## src/rtl/qm_scoreboard.sv

```systemverilog
`default_nettype none
// ============================================================================
//  Module      : qm_scoreboard
//  Description : Register write scoreboard for an in-order issue stage.
//                Tracks up to three in-flight writes per architectural
//                register (r1..r31), stalls decode on RAW hazards and WAW
//                counter overflow, and supports a drain handshake
//                (RUN -> DRAIN -> DONE -> RUN).
//  Ports       : sys_clk/sys_rst      clock, async active-high reset
//                ci_IssueValid..      decode instruction and its operands
//                di_WA/di_WE          writeback (retire) port
//                ci_Drain             drain request pulse
//                co_Stall/co_Issue    decode handshake
//                co_Drained           one-cycle drain-complete pulse
//                co_Pending           per-register in-flight flags
//                co_StallCount        saturating stalled-cycle counter
//                co_Error             sticky retire-without-pending flag
//  Revision    : 1.0  initial release
// ============================================================================
module qm_scoreboard (
    input  logic        sys_clk,
    input  logic        sys_rst,
    input  logic        ci_IssueValid,
    input  logic [4:0]  di_RS,
    input  logic [4:0]  di_RT,
    input  logic        ci_UsesRS,
    input  logic        ci_UsesRT,
    input  logic [4:0]  di_IssueWA,
    input  logic        ci_RegWrite,
    input  logic        ci_Flush,
    input  logic [4:0]  di_WA,
    input  logic        di_WE,
    input  logic        ci_Drain,
    output logic        co_Stall,
    output logic        co_Issue,
    output logic        co_Drained,
    output logic [31:0] co_Pending,
    output logic [15:0] co_StallCount,
    output logic        co_Error
);

    localparam logic [1:0] c_ST_RUN   = 2'd0;
    localparam logic [1:0] c_ST_DRAIN = 2'd1;
    localparam logic [1:0] c_ST_DONE  = 2'd2;

    logic [1:0]  r_state;
    logic [1:0]  w_state_nxt;
    logic        w_not_run;

    logic [1:0]  w_cnt [0:31];
    logic [31:0] w_busy_nxt;

    logic        w_raw;
    logic        w_waw;
    logic        w_bad_retire;

    logic [15:0] r_stall_cnt;
    logic        r_error;

    // r0 is hard-wired: never pending, never counted.
    assign w_cnt[0]      = 2'b00;
    assign w_busy_nxt[0] = 1'b0;
    assign co_Pending[0] = 1'b0;

    // ------------------------------------------------------------------
    // Per-register in-flight write counters
    // ------------------------------------------------------------------
    generate
        for (genvar n = 1; n < 32; n++) begin : g_cnt
            localparam logic [4:0] c_IDX = 5'(n);
            logic [1:0] r_cnt;
            logic [1:0] w_nxt;
            logic       w_inc;
            logic       w_dec;

            // WAW stall guarantees w_inc never fires at count 3.
            assign w_inc = co_Issue & ci_RegWrite & (di_IssueWA == c_IDX);
            // A retire at count 0 is an error and must not wrap.
            assign w_dec = di_WE & (di_WA == c_IDX) & (r_cnt != 2'b00);

            always_comb begin
                w_nxt = r_cnt;
                case ({w_inc, w_dec})
                    2'b10:   w_nxt = r_cnt + 2'b01;
                    2'b01:   w_nxt = r_cnt - 2'b01;
                    default: w_nxt = r_cnt;
                endcase
            end

            always_ff @(posedge sys_clk or posedge sys_rst) begin
                if (sys_rst) begin
                    r_cnt <= 2'b00;
                end else begin
                    r_cnt <= w_nxt;
                end
            end

            assign w_cnt[n]      = r_cnt;
            assign w_busy_nxt[n] = |w_nxt;
            assign co_Pending[n] = |r_cnt;
        end
    endgenerate

    // ------------------------------------------------------------------
    // Hazard detection (register 0 reads as never pending via w_cnt[0])
    // ------------------------------------------------------------------
    assign w_raw = (ci_UsesRS & (w_cnt[di_RS] != 2'b00))
                 | (ci_UsesRT & (w_cnt[di_RT] != 2'b00));
    assign w_waw = ci_RegWrite & (di_IssueWA != 5'd0) & (w_cnt[di_IssueWA] == 2'b11);

    assign co_Stall = ci_IssueValid & ~ci_Flush & (w_raw | w_waw | w_not_run);
    assign co_Issue = ci_IssueValid & ~ci_Flush & ~co_Stall;

    assign w_bad_retire = di_WE & (di_WA != 5'd0) & (w_cnt[di_WA] == 2'b00);

    // ------------------------------------------------------------------
    // Drain FSM: state register
    // ------------------------------------------------------------------
    always_ff @(posedge sys_clk or posedge sys_rst) begin
        if (sys_rst) begin
            r_state <= c_ST_RUN;
        end else begin
            r_state <= w_state_nxt;
        end
    end

    // Drain FSM: next state. DRAIN completes on the edge that empties the
    // scoreboard, so the check looks at the post-update counter values.
    always_comb begin
        w_state_nxt = r_state;
        case (r_state)
            c_ST_RUN:   if (ci_Drain) w_state_nxt = c_ST_DRAIN;
            c_ST_DRAIN: if (w_busy_nxt == 32'd0) w_state_nxt = c_ST_DONE;
            c_ST_DONE:  w_state_nxt = c_ST_RUN;
            default:    w_state_nxt = c_ST_RUN;
        endcase
    end

    // Drain FSM: outputs
    always_comb begin
        co_Drained = 1'b0;
        w_not_run  = 1'b1;
        case (r_state)
            c_ST_RUN:   w_not_run  = 1'b0;
            c_ST_DONE:  co_Drained = 1'b1;
            default:    w_not_run  = 1'b1;
        endcase
    end

    // ------------------------------------------------------------------
    // Stall statistics and sticky error
    // ------------------------------------------------------------------
    always_ff @(posedge sys_clk or posedge sys_rst) begin
        if (sys_rst) begin
            r_stall_cnt <= 16'd0;
            r_error     <= 1'b0;
        end else begin
            if (co_Stall && (r_stall_cnt != 16'hFFFF)) begin
                r_stall_cnt <= r_stall_cnt + 16'd1;
            end
            if (w_bad_retire) begin
                r_error <= 1'b1;
            end
        end
    end

    assign co_StallCount = r_stall_cnt;
    assign co_Error      = r_error;

endmodule
`default_nettype wire

```

## config.mk

```make
export PLATFORM = sky130hd
export DESIGN_NAME = qm_scoreboard
export DESIGN_NICKNAME = d
export VERILOG_FILES = /design/src/rtl/qm_scoreboard.sv
export SDC_FILE = /design/constraint.sdc
export NUM_CORES = 1
export LEC_CHECK = 0
export ABC_AREA = 1
export BUFFER_PORTS_ARGS = -buffer_cell sky130_fd_sc_hd__buf_2
export CORE_MARGIN = 2
export CORE_UTILIZATION = 40
export DETAILED_ROUTE_END_ITERATION = 8
export GPL_ROUTABILITY_DRIVEN = 1
export PLACE_DENSITY_LB_ADDON = 0.1
export SETUP_SLACK_MARGIN = 0.02
export SYNTH_ARGS = -nofsm -noshare
export SYNTH_HDL_FRONTEND = slang
export SYNTH_SLANG_ARGS = --single-unit
```

## constraint.sdc

```tcl
create_clock -name sys_clk -period 7.4 [get_ports sys_clk]
set_clock_uncertainty 0.1 [all_clocks]
set_input_delay 0.74 -clock sys_clk [delete_from_list [all_inputs] [get_ports sys_clk]]
set_output_delay 0.74 -clock sys_clk [all_outputs]
set_load 0.01 [all_outputs]
```

# == Word level (Yosys, flattened, before mapping) ==
# Index checks and enable logic that the tools add are counted.
# word_totals
register_bits,81
latch_bits,0
ram_bits,0
memories,0
mem_bits_ro,0
input_bits,29
# classes
bitwise,112
mux,48
n_div,0
n_shift,0
reduce_logical,102
addsub,63
eq_ne,130
magnitude_cmp,4
n_mul,0
# op_table
op,count
$eq A5 B5 Y1 const B,32
$pmux W2 S2,32
$reduce_or A2 Y1,62
$and A1 B1 Y1,103
$eq A5 B4 Y1 const B,16
$eq A2 B2 Y1 const B,33
$reduce_bool A2 Y1,33
$eq A2 B1 Y1 const B,32
$add A2 B1 Y2 const B,31
$sub A2 B1 Y2 const B,31
$bmux W2 S5,4
$eq A5 B3 Y1 const B,8
$logic_not A32 Y1,1
$ge A6 B6 Y1 const B,4
$not A5 Y6,4
$eq A5 B2 Y1 const B,4
$mux W2,10
$add A16 B1 Y16 const B,1
$ne A16 B16 Y1 const B,1
$eq A5 B1 Y1 const B,2
$reduce_bool A5 Y1,2
$logic_not A2 Y1,2
$ne A2 B2 Y1 const B,2
$or A1 B1 Y1,3
4 further kinds,6

# == Depth between registers and ports, before layout ==
# Gate-level depths: netlist of the first run.
# depth
word_depth,20
mapped_depth,30
depth_no_buf,27

# == Least setup slack after synthesis of the first run ==
# Ideal clock, no wire load.
# synth_path
kind,in2reg
startpoint,input port di_IssueWA[0]
endpoint,register r_state[0]
path_slack_ns,3.848
t_required_ns,7.184
path_stages,25
setup_time_ns,0.116
t_arrival_ns,3.336
path_buffers,3
cell_sequence,buf_6 buf_4 nand3_1 nand2_1 nor2_1 nor2_1 nor2_1 nand2_1 nand3_1 nand2_1 nand2_2 inv_2 nor3_4 buf_6 nand4_1 ha_1 a21oi_1 o21ai_0 xor2_1 nor3_1 nand2_1 nor4_1 nand2_1 nand2_1 nand2_1
# synth_between
elab_chain_len,19
elab_cells_between_ends,203
classes_between,95 x eq/ne; 34 x mux; 40 x bitwise; 34 x reduce/logical
# synth_rtl
element,line,text
"start, declared",28,"input logic [4:0] di_IssueWA,"
$not A5 Y6 (not written as such),109,assign w_waw = ci_RegWrite & (di_IssueWA != 5'd0) & (w_cnt[di_IssueWA] == 2'b11);
$bmux W2 S5,109,
$mux W2 (not written as such) (2 in series),109,
$eq A2 B2 Y1,109,
$and A1 B1 Y1,109,
$or A1 B1 Y1 (2 in series),111,assign co_Stall = ci_IssueValid & ~ci_Flush & (w_raw | w_waw | w_not_run);
$and A1 B1 Y1,111,
$not A1 Y1,112,assign co_Issue = ci_IssueValid & ~ci_Flush & ~co_Stall;
[... 2 more ...],n/a,
$and A1 B1 Y1 *,77,assign w_inc = co_Issue & ci_RegWrite & (di_IssueWA == c_IDX);
$eq A2 B1 Y1 or $eq A2 B2 Y1 (tied branches),83,"case ({w_inc, w_dec})"
$pmux W2 S2 *,83,
net g_cnt[10].w_nxt[1],72,logic [1:0] w_nxt;
$reduce_or A2 Y1 *,99,assign w_busy_nxt[n] = |w_nxt;
$logic_not A32 Y1 *,133,c_ST_DRAIN: if (w_busy_nxt == 32'd0) w_state_nxt = c_ST_DONE;
$ne A2 B2 Y1 (no line) *,n/a,
$reduce_and A2 Y1 (no line) *,n/a,
"end signal, assigned",121,r_state <= c_ST_RUN;
"end signal, assigned",123,r_state <= w_state_nxt;
"end, declared",46,logic [1:0] r_state;
# Mark *: on every way through the listed nets, which the timed path passes. The rest lies on a longest branch. The select of a mux whose other input is x is not followed.
# A chain may end at the register's enable or synchronous reset.

# == Worst setup path in the final report of the first run ==
# layout_path
startpoint,input port di_IssueWA[0]
endpoint,register r_state[0]
# layout_between
elab_chain_len,19
elab_cells_between_ends,203
classes_between,95 x eq/ne; 34 x mux; 40 x bitwise; 34 x reduce/logical
# layout_rtl
element,line
$not A5 Y6 (not written as such),109
$bmux W2 S5,109
$mux W2 (not written as such) (2 in series),109
$eq A2 B2 Y1,109
$and A1 B1 Y1,109
$or A1 B1 Y1 (2 in series),111
$and A1 B1 Y1,111
$not A1 Y1,112
[... 2 more ...],n/a
$and A1 B1 Y1 *,77
$eq A2 B1 Y1 or $eq A2 B2 Y1 (tied branches),83
$pmux W2 S2 *,83
net g_cnt[13].w_nxt[1],72
$reduce_or A2 Y1 *,99
$logic_not A32 Y1 *,133
$ne A2 B2 Y1 (no line) *,n/a
$reduce_and A2 Y1 (no line) *,n/a
# Marks and branches as above.

==> results of run 1 <==
[cells in the mapped netlist (all sizes together), types with 7 or more instances]
cell type / number
ha: 32
dfrtp: 81
nand3: 58
nand2: 281
nor3: 17
clkbuf: 7
o21ai: 39
nor4: 11
nor2: 149
nand4: 58
xor2: 28
a21oi: 44
buf: 20
xnor2: 48
inv: 106
[cell usage in the layout (no fill, tap or decap), types with 3 or more instances in the layout]
cell | Yosys | routed
a21oi_1 | 44 | 44
buf_2 | 4 | 79
clkbuf_16 | 0 | 9
clkinv_2 | 0 | 3
dfrtp_1 | 81 | 81
ha_1 | 32 | 32
inv_1 | 100 | 99
inv_2 | 5 | 5
nand2_1 | 279 | 279
nand3_1 | 53 | 53
nand3_2 | 4 | 4
nand4_1 | 54 | 54
nand4_2 | 3 | 3
nor2_1 | 147 | 147
nor3_1 | 16 | 16
nor4_1 | 11 | 11
o21ai_0 | 38 | 38
o22ai_1 | 3 | 3
xnor2_1 | 48 | 48
xor2_1 | 28 | 28
[power groups by stage]
stage | combinational [uW] | clock (uW) | sequential (uW)
final | 581 | 469 | 687
after global routing | 641 | 491 | 701
after CTS | 576 | 472 | 685
after detailed placement | 572 | 0 | 692
after global placement | 576 | 0 | 696
after floorplan | 381 | 0 | 642
[final timing paths]
path,end,cells past startpoint
min,co_StallCount[4],2
min in group sys_clk,co_StallCount[8],2
max,r_state[0],24
max in group asynchronous,g_cnt[3].r_cnt[1],3
max reg2reg,r_state[0],20
min reg2reg,co_StallCount[8],2
[flip-flops by register name, summed over array words and instances (netlist names)]
| name | count |
|---|---|
| co_StallCount | 16 |
| g_cnt.r_cnt | 62 |
| co_Error | 1 |
| r_state | 2 |
[cells by family after synthesis]
family	Yosys count	share of synthesized area, %
simple gates	579	38.0
flops	81	30.3
buf+inv	134	9.08
other cells	1	0.0560
compound gates	88	6.74
fa+ha+maj	32	5.98
xor+xnor	76	9.94
[cell type report]
cell class,instances,area [sq um]
fillers,1764,8990
multi-input cells,776,4060
flip-flops and latches,81,2030
repair buffers,81,410
inverters,107,405
well taps,220,275
clock buffers,11,243
clock inverters,5,55.1
[metrics by stage]
stage          hold WS, ps  instances  total power (uW)
3_5_place_dp           386       1265              1260
6_report               168       1281              1740
4_1_cts                172       1281              1730
5_1_grt                179       1281              1830
2_1_floorplan          380        991              1020
3_3_place_gp           357       1265              1270
[worst max-delay path, cell delays in order]
cell,delay (ps)
buf_2,600
inv_4,260
nand3_2,120
nand2_1,50
nor2_1,170
nor2_1,80
nor2_1,90
nand2_1,50
nand3_1,60
nand2_1,70
nand2_2,100
inv_2,50
nor3_4,950
nand4_1,290
ha_1,410
a21oi_1,120
nand2_1,70
xor2_1,170
nor4_1,500
nand3_1,130
nor2_1,110
nand2_1,90
nand2_1,80
nand2_1,50
[routing by layer]
layer  track usage, %  part of all wire [%]  up-vias  wire [um]
met5                0                     0        -          0
met3             5.94                   6.6       35       1640
li1                 -                     -     3359          -
met1             39.1                    44     3217      11000
met4             8.27                   2.8        0        694
met2             45.2                    46      253      11500
==> impl_results.md, run 1 <==
- CTS tree: built
- Seq/Total Area, Yosys: between 30% and 40%
- Via count of the first global-routing pass: about 6300
- Boundary Pins: approximately 80
- Share of layout cells above drive strength 1: between 10 and 15%
- Post-DP HPWL: about 20 mm
- Hold buffers post-CTS: 0
- Post-synth top area cell: dfrtp_1
- Hold Path Class: in2async
- Nets: ~1100
- Worst setup margin: around 2100 ps
- Average size of a mapped cell: approximately 6.8 sq um
- PortBufs: between 70 and 80
- FF-to-FF Start: g_cnt[30].r_cnt[0]
- Synthesized flop and latch total: between 80 and 90
- Async S/R FF share, synth: 100%
- First-pass GRT wire length: about 38 mm
- Min Tclk post-route: roughly 5300 ps
- Post-CTS Setup Bufs: 0
- Worst VDD drop: between 0.15 and 0.2 mV
- Vias: slightly below 7000
- Clk_lat worst skew: approximately 350 ps
- Initial antenna violation count: 0
- Critical path peak fanout: 42
- Most used DFF post-synth: dfrtp_1
- Status: completed
- Sw frac: between 40 and 50%
- CTS buffer count: 9
- Crit end category: flip-flop
- Die Area: between 15000 and 20000 sq um
- DR vias/cell: roughly 5.4
- Gate power share: about 33%
- CP startpoint kind: input pin
- Post-route ant nets: 0
- WS Path Type: in2reg
- Area Growth Syn to Fin: 11.7%
- Switching power: 733 uW
- Finished Cell Area: approximately 7500 sq um
- Post-Route WL: between 20 and 25 mm
- Post-Route Setup TNS: 0 ps
- H-tree depth: 3
- Reg-to-reg setup timing slack: about 2500 ps
- Largest net degree at the start of global routing: 73
- Ys Warns: 0
- Core area: approximately 16000 sq um
- Cell internal pwr: around 1000 uW
- LEAKAGE: about 0.0037 uW
- DRC Markers: 0
- PwrDens: approximately 230 nW/um^2
- Max-cap check violation count: 0
- Clock sink count: a little over 80
- # setup viols final: 0
- Die H: 133 um
- Placed instance area: about 7000 sq um
- Inserted Diodes: 0
- Unrepaired setup endpoints after global routing: false
- Final worst-path cycle share: a little under three quarters
- Clock-pin slew of the registers on the worst-case setup and hold paths: around 70 ps
- CTS Buffer Depth: 2
- Cell Area, Synth: 6700 sq um
- Top post-synthesis cells by area: dfrtp_1 30%, nand2_1 16%, nor2_1 8.2%
- Syn nets: approximately 1100
- Worst Path Arrival: approximately 5500 ps
- Hold Violations, Final: 0
- Top cell type's share of synthesized area: approximately 30%
- Critical Path Start: di_IssueWA[0]
- Std cell rows: 47
- Fin. max-slew vios: 0
- CP required: 7540 ps
- Global route overflow: 0
- Initial drt markers: slightly below 900
- GR Util All Layers: between 20% and 30%
- Max Fclk: about 0.19 GHz
- Clock share of power: 27.0%
- Post_cts resized: 0
- Pin slew with the least headroom to its limit: about 1200 ps
- Routed len/inst: 19.4 um
- Die width: around 130 um
- Post-synth EDFFs: 0
- Util after Layout: 45.4%
- Initial core utilization: between 40% and 50%
- Yosys cell types: 35
- Mapped Cells: 991
- Worst slew margin: 19.3%
- Detailed Routing Iterations Pass 1: 7
- Clock tree root buffer cell: clkbuf_16
- Flop pwr share: around two fifths
- Routability cong.: between 1 and 1.5
- Dpl ws: about 1800 ps
Note: power is estimated with default switching activity, not from simulation.
==> run 2, diff against run 1 <==
==> constraint.sdc (replaced) <==
create_clock -name sys_clk -period 4.6 [get_ports sys_clk]
set_clock_uncertainty 0.1 [all_clocks]
set_input_delay 0.46 -clock sys_clk [delete_from_list [all_inputs] [get_ports sys_clk]]
set_output_delay 0.46 -clock sys_clk [all_outputs]
set_load 0.01 [all_outputs]
==> impl_results.md, run 2 (synthesis results as in run 1) <==
- Clock tree root buffer cell: clkbuf_16 (unchanged)
- GR Util All Layers: 28.9% (was 28.4%)
- Die H: 133 um (unchanged)
- DRC Markers: 0 (unchanged)
- Critical Path Slowest Stage Cell: nor2_1 (was nor3_4)
- Hold Violations, Final: 0 (unchanged)
- Post-CTS Setup Bufs: 0 (unchanged)
- Hold buffers post-CTS: 0 (unchanged)
- Finished Cell Area: 7580 sq um (was 7480 sq um)
- CTS Buffer Depth: 2 (unchanged)
- Dpl ws: 308 ps (was 1790 ps)
- Global Route met1 Usage: 38.5% (was 39.1%)
- Max Fclk: around 0.24 GHz
- Post-Route WL: 25.3 mm (was 24.8 mm)
- Post-DP HPWL: 20.4 mm (was 19.8 mm)
- Critical path peak fanout: 20 (was 42)
- Final worst-path cycle share: 92.1%
- Initial core utilization: 40.7% (unchanged)
- Placed instance area: 7250 sq um (was 7180 sq um)
- DR vias/cell: 5.32 (was 5.36)
- Status: completed (unchanged)
- WS Path Type: reg2reg (was in2reg)
- CTS tree: built (unchanged)
- Fillers: 1789 (was 1764)
- Sw frac: 41.6% (was 42.2%)
- Share of layout cells above drive strength 1: 12.1% (was 11.2%)
- Initial drt markers: 574 (was 877)
- Switching power: 1200 uW (was 733 uW)
- H-tree depth: 3 (unchanged)
- # setup viols final: 0 (unchanged)
- Worst slew margin: 47.5% (was 19.3%)
- Crit end category: flip-flop (unchanged)
- LEAKAGE: 0.00379 uW (was 0.00373 uW)
- Post-route ant nets: 0 (unchanged)
- Worst Path Arrival: 4390 ps (was 5470 ps)
- Die width: 133 um (unchanged)
- Post-Route Setup TNS: 0 ps (unchanged)
- Worst path most repeated cell: nand3_1 (was nand2_1)
- Flop pwr share: 37.7% (was 39.6%)
- Initial antenna violation count: 0 (unchanged)
- CTS buffer count: 9 (unchanged)
- Multi-input logic area: 4060 sq um (unchanged)
- Global route overflow: 0 (unchanged)
- Most flop-heavy register: g_cnt.r_cnt (unchanged)
- Post_cts resized: 0 (unchanged)
- Clock sink count: 81 (unchanged)
- Hold Path Class: in2async (unchanged)
- Max reg flops: 62 (unchanged)
- Min Tclk post-route: 4240 ps
- CP Cell Sequence: nor2_1 -> nor2_1 -> nor2_1 -> nand3_1 -> nand3_1 -> nand3_1 -> nand3_1 -> nand3_1 -> nor3_4 -> buf_4 -> nand4_1 -> ha_1 -> xnor2_1 -> nor4_1 -> nand2_1 -> nor2_1 -> nand3_1 -> nor2_1 -> nand2_1 -> nand2_1 -> nand2_1 (was buf_2 -> inv_4 -> nand3_2 -> nand2_1 -> nor2_1 -> nor2_1 -> nor2_1 -> nand2_1 -> nand3_1 -> nand2_1 -> nand2_2 -> inv_2 -> nor3_4 -> nand4_1 -> ha_1 -> a21oi_1 -> nand2_1 -> xor2_1 -> nor4_1 -> nand3_1 -> nor2_1 -> nand2_1 -> nand2_1 -> nand2_1)
- Boundary Pins: 81 (unchanged)
- Clock-pin slew of the registers on the worst-case setup and hold paths: 70 ps (about the same)
- PortBufs: 79 (unchanged)
- Commonest non-fill, non-tap cell in the layout: nand2_1 (unchanged)
- Global Route met2 Usage: 45.6% (was 45.2%)
- Vias: 6865 (was 6864)
- Clock share of power: 28.7% (was 27.0%)
- Gate power share: 33.6% (was 33.4%)
- Detailed Routing Iterations Pass 1: 5 (was 7)
- Unrepaired setup endpoints after global routing: false (unchanged)
- CP startpoint kind: flip-flop (was input pin)
- Slowest Stage Delay on Critical Path: 480 ps (was 950 ps)
- First-pass GRT wire length: 38.5 mm (was 38.1 mm)
- Nets: 1126 (was 1117)
- Via count of the first global-routing pass: 6455 (was 6339)
- Inserted Diodes: 0 (unchanged)
- Cell internal pwr: 1680 uW (was 1000 uW)
- Largest net degree at the start of global routing: 42 (was 73)
- Busiest grt layer: met2 (unchanged)
- Routability cong.: 0.970 (was 1.04)
- PwrDens: 381 nW/um^2 (was 232 nW/um^2)
- CP required: 4750 ps (was 7540 ps)
- Worst setup margin: 365 ps (was 2080 ps)
- Pin slew with the least headroom to its limit: 788 ps (was 1210 ps)
- Reg area: 2030 sq um (unchanged)
- GR Util met3: 4.76% (was 5.94%)
- Fin. max-slew vios: 0 (unchanged)
- Die Area: 17800 sq um (unchanged)
- Max-cap check violation count: 0 (unchanged)
- Worst VDD drop: 0.219 mV (was 0.157 mV)
- Area Growth Syn to Fin: 13.1% (was 11.7%)
- Core area: 16500 sq um (unchanged)
- Most frequent cells in the layout: 279 x nand2_1, 147 x nor2_1, 99 x inv_1 (unchanged)
- Routed len/inst: 19.6 um (was 19.4 um)
- Std cell rows: 47 (unchanged)
- Clk_lat worst skew: 360 ps (was 350 ps)
-- run 2: cell count changes in the layout (fill, tap and decap cells not counted) --
| cell | before | now |
|---|---|---|
| buf_4 | 2 | 11 |
| bufinv_16 | 1 | 2 |
| clkbuf_1 | 1 | 0 |
| clkinv_2 | 3 | 2 |
| clkinv_4 | 0 | 1 |
| clkinvlp_4 | 2 | 1 |
| inv_6 | 0 | 1 |
-- run 2: routing by layer --
metal	share of wire, %	vias up
li1	-	3368
met1	43	3147
met2	46	293
met3	6.7	57
met4	4.6	0
met5	0	-
-- run 2: worst max-delay path: cells and delay by family (launching register included) --
kind                       cells  cell delay [ps]
buffers and inverters          1              280
adders and majority gates      1              360
xor gates and xnor gates       1              180
DFF                            1              440
and+or+nand+nor               18             2760
-- run 2: layout make-up --
type                            count  area share (%)
Clock buffer                       10            3.15
Clock inverter                      6            1.19
Inverter                          107            5.35
Multi-Input combinational cell    776            53.6
Sequential cell                    81            26.7
Tap cell                          220            3.63
Timing Repair Buffer               90            6.31
-- run 2: path summary, 6_finish.rpt --
| check | startpoint | end | slack (ps) | cells after the start |
|---|---|---|---|---|
| worst max register to register | g_cnt[30].r_cnt[0] | r_state[0] | 360 | 21 |
| min in group sys_clk | ci_Drain | r_state[0] | 270 | 3 |
| max in group asynchronous | sys_rst | g_cnt[21].r_cnt[0] | 3230 | 3 |
| worst min-delay path | sys_rst | co_StallCount[0] | 110 | 2 |
| worst max-delay path | g_cnt[30].r_cnt[0] | r_state[0] | 360 | 21 |
| worst min register to register | co_Error | co_Error | 390 | 1 |
-- run 2: power by group through the flow --
stage	clock network, uW	logic, uW	registers, uW
final	828	970	1090
after global placement	0	967	1100
after detailed placement	0	956	1100
after CTS	841	964	1080
after floorplan	0	612	1030
after global routing	867	1060	1110
-- run 2: per-stage QoR --
step	total power [uW]	utilization, %	instances	hold WS [ps]
after floorplan	1640	-	991	380
after global placement	2070	44.0	1274	357
after detailed placement	2050	44.0	1274	379
after CTS	2890	46.0	1290	140
after global routing	3040	46.0	1290	176
final	2890	46.0	1290	112
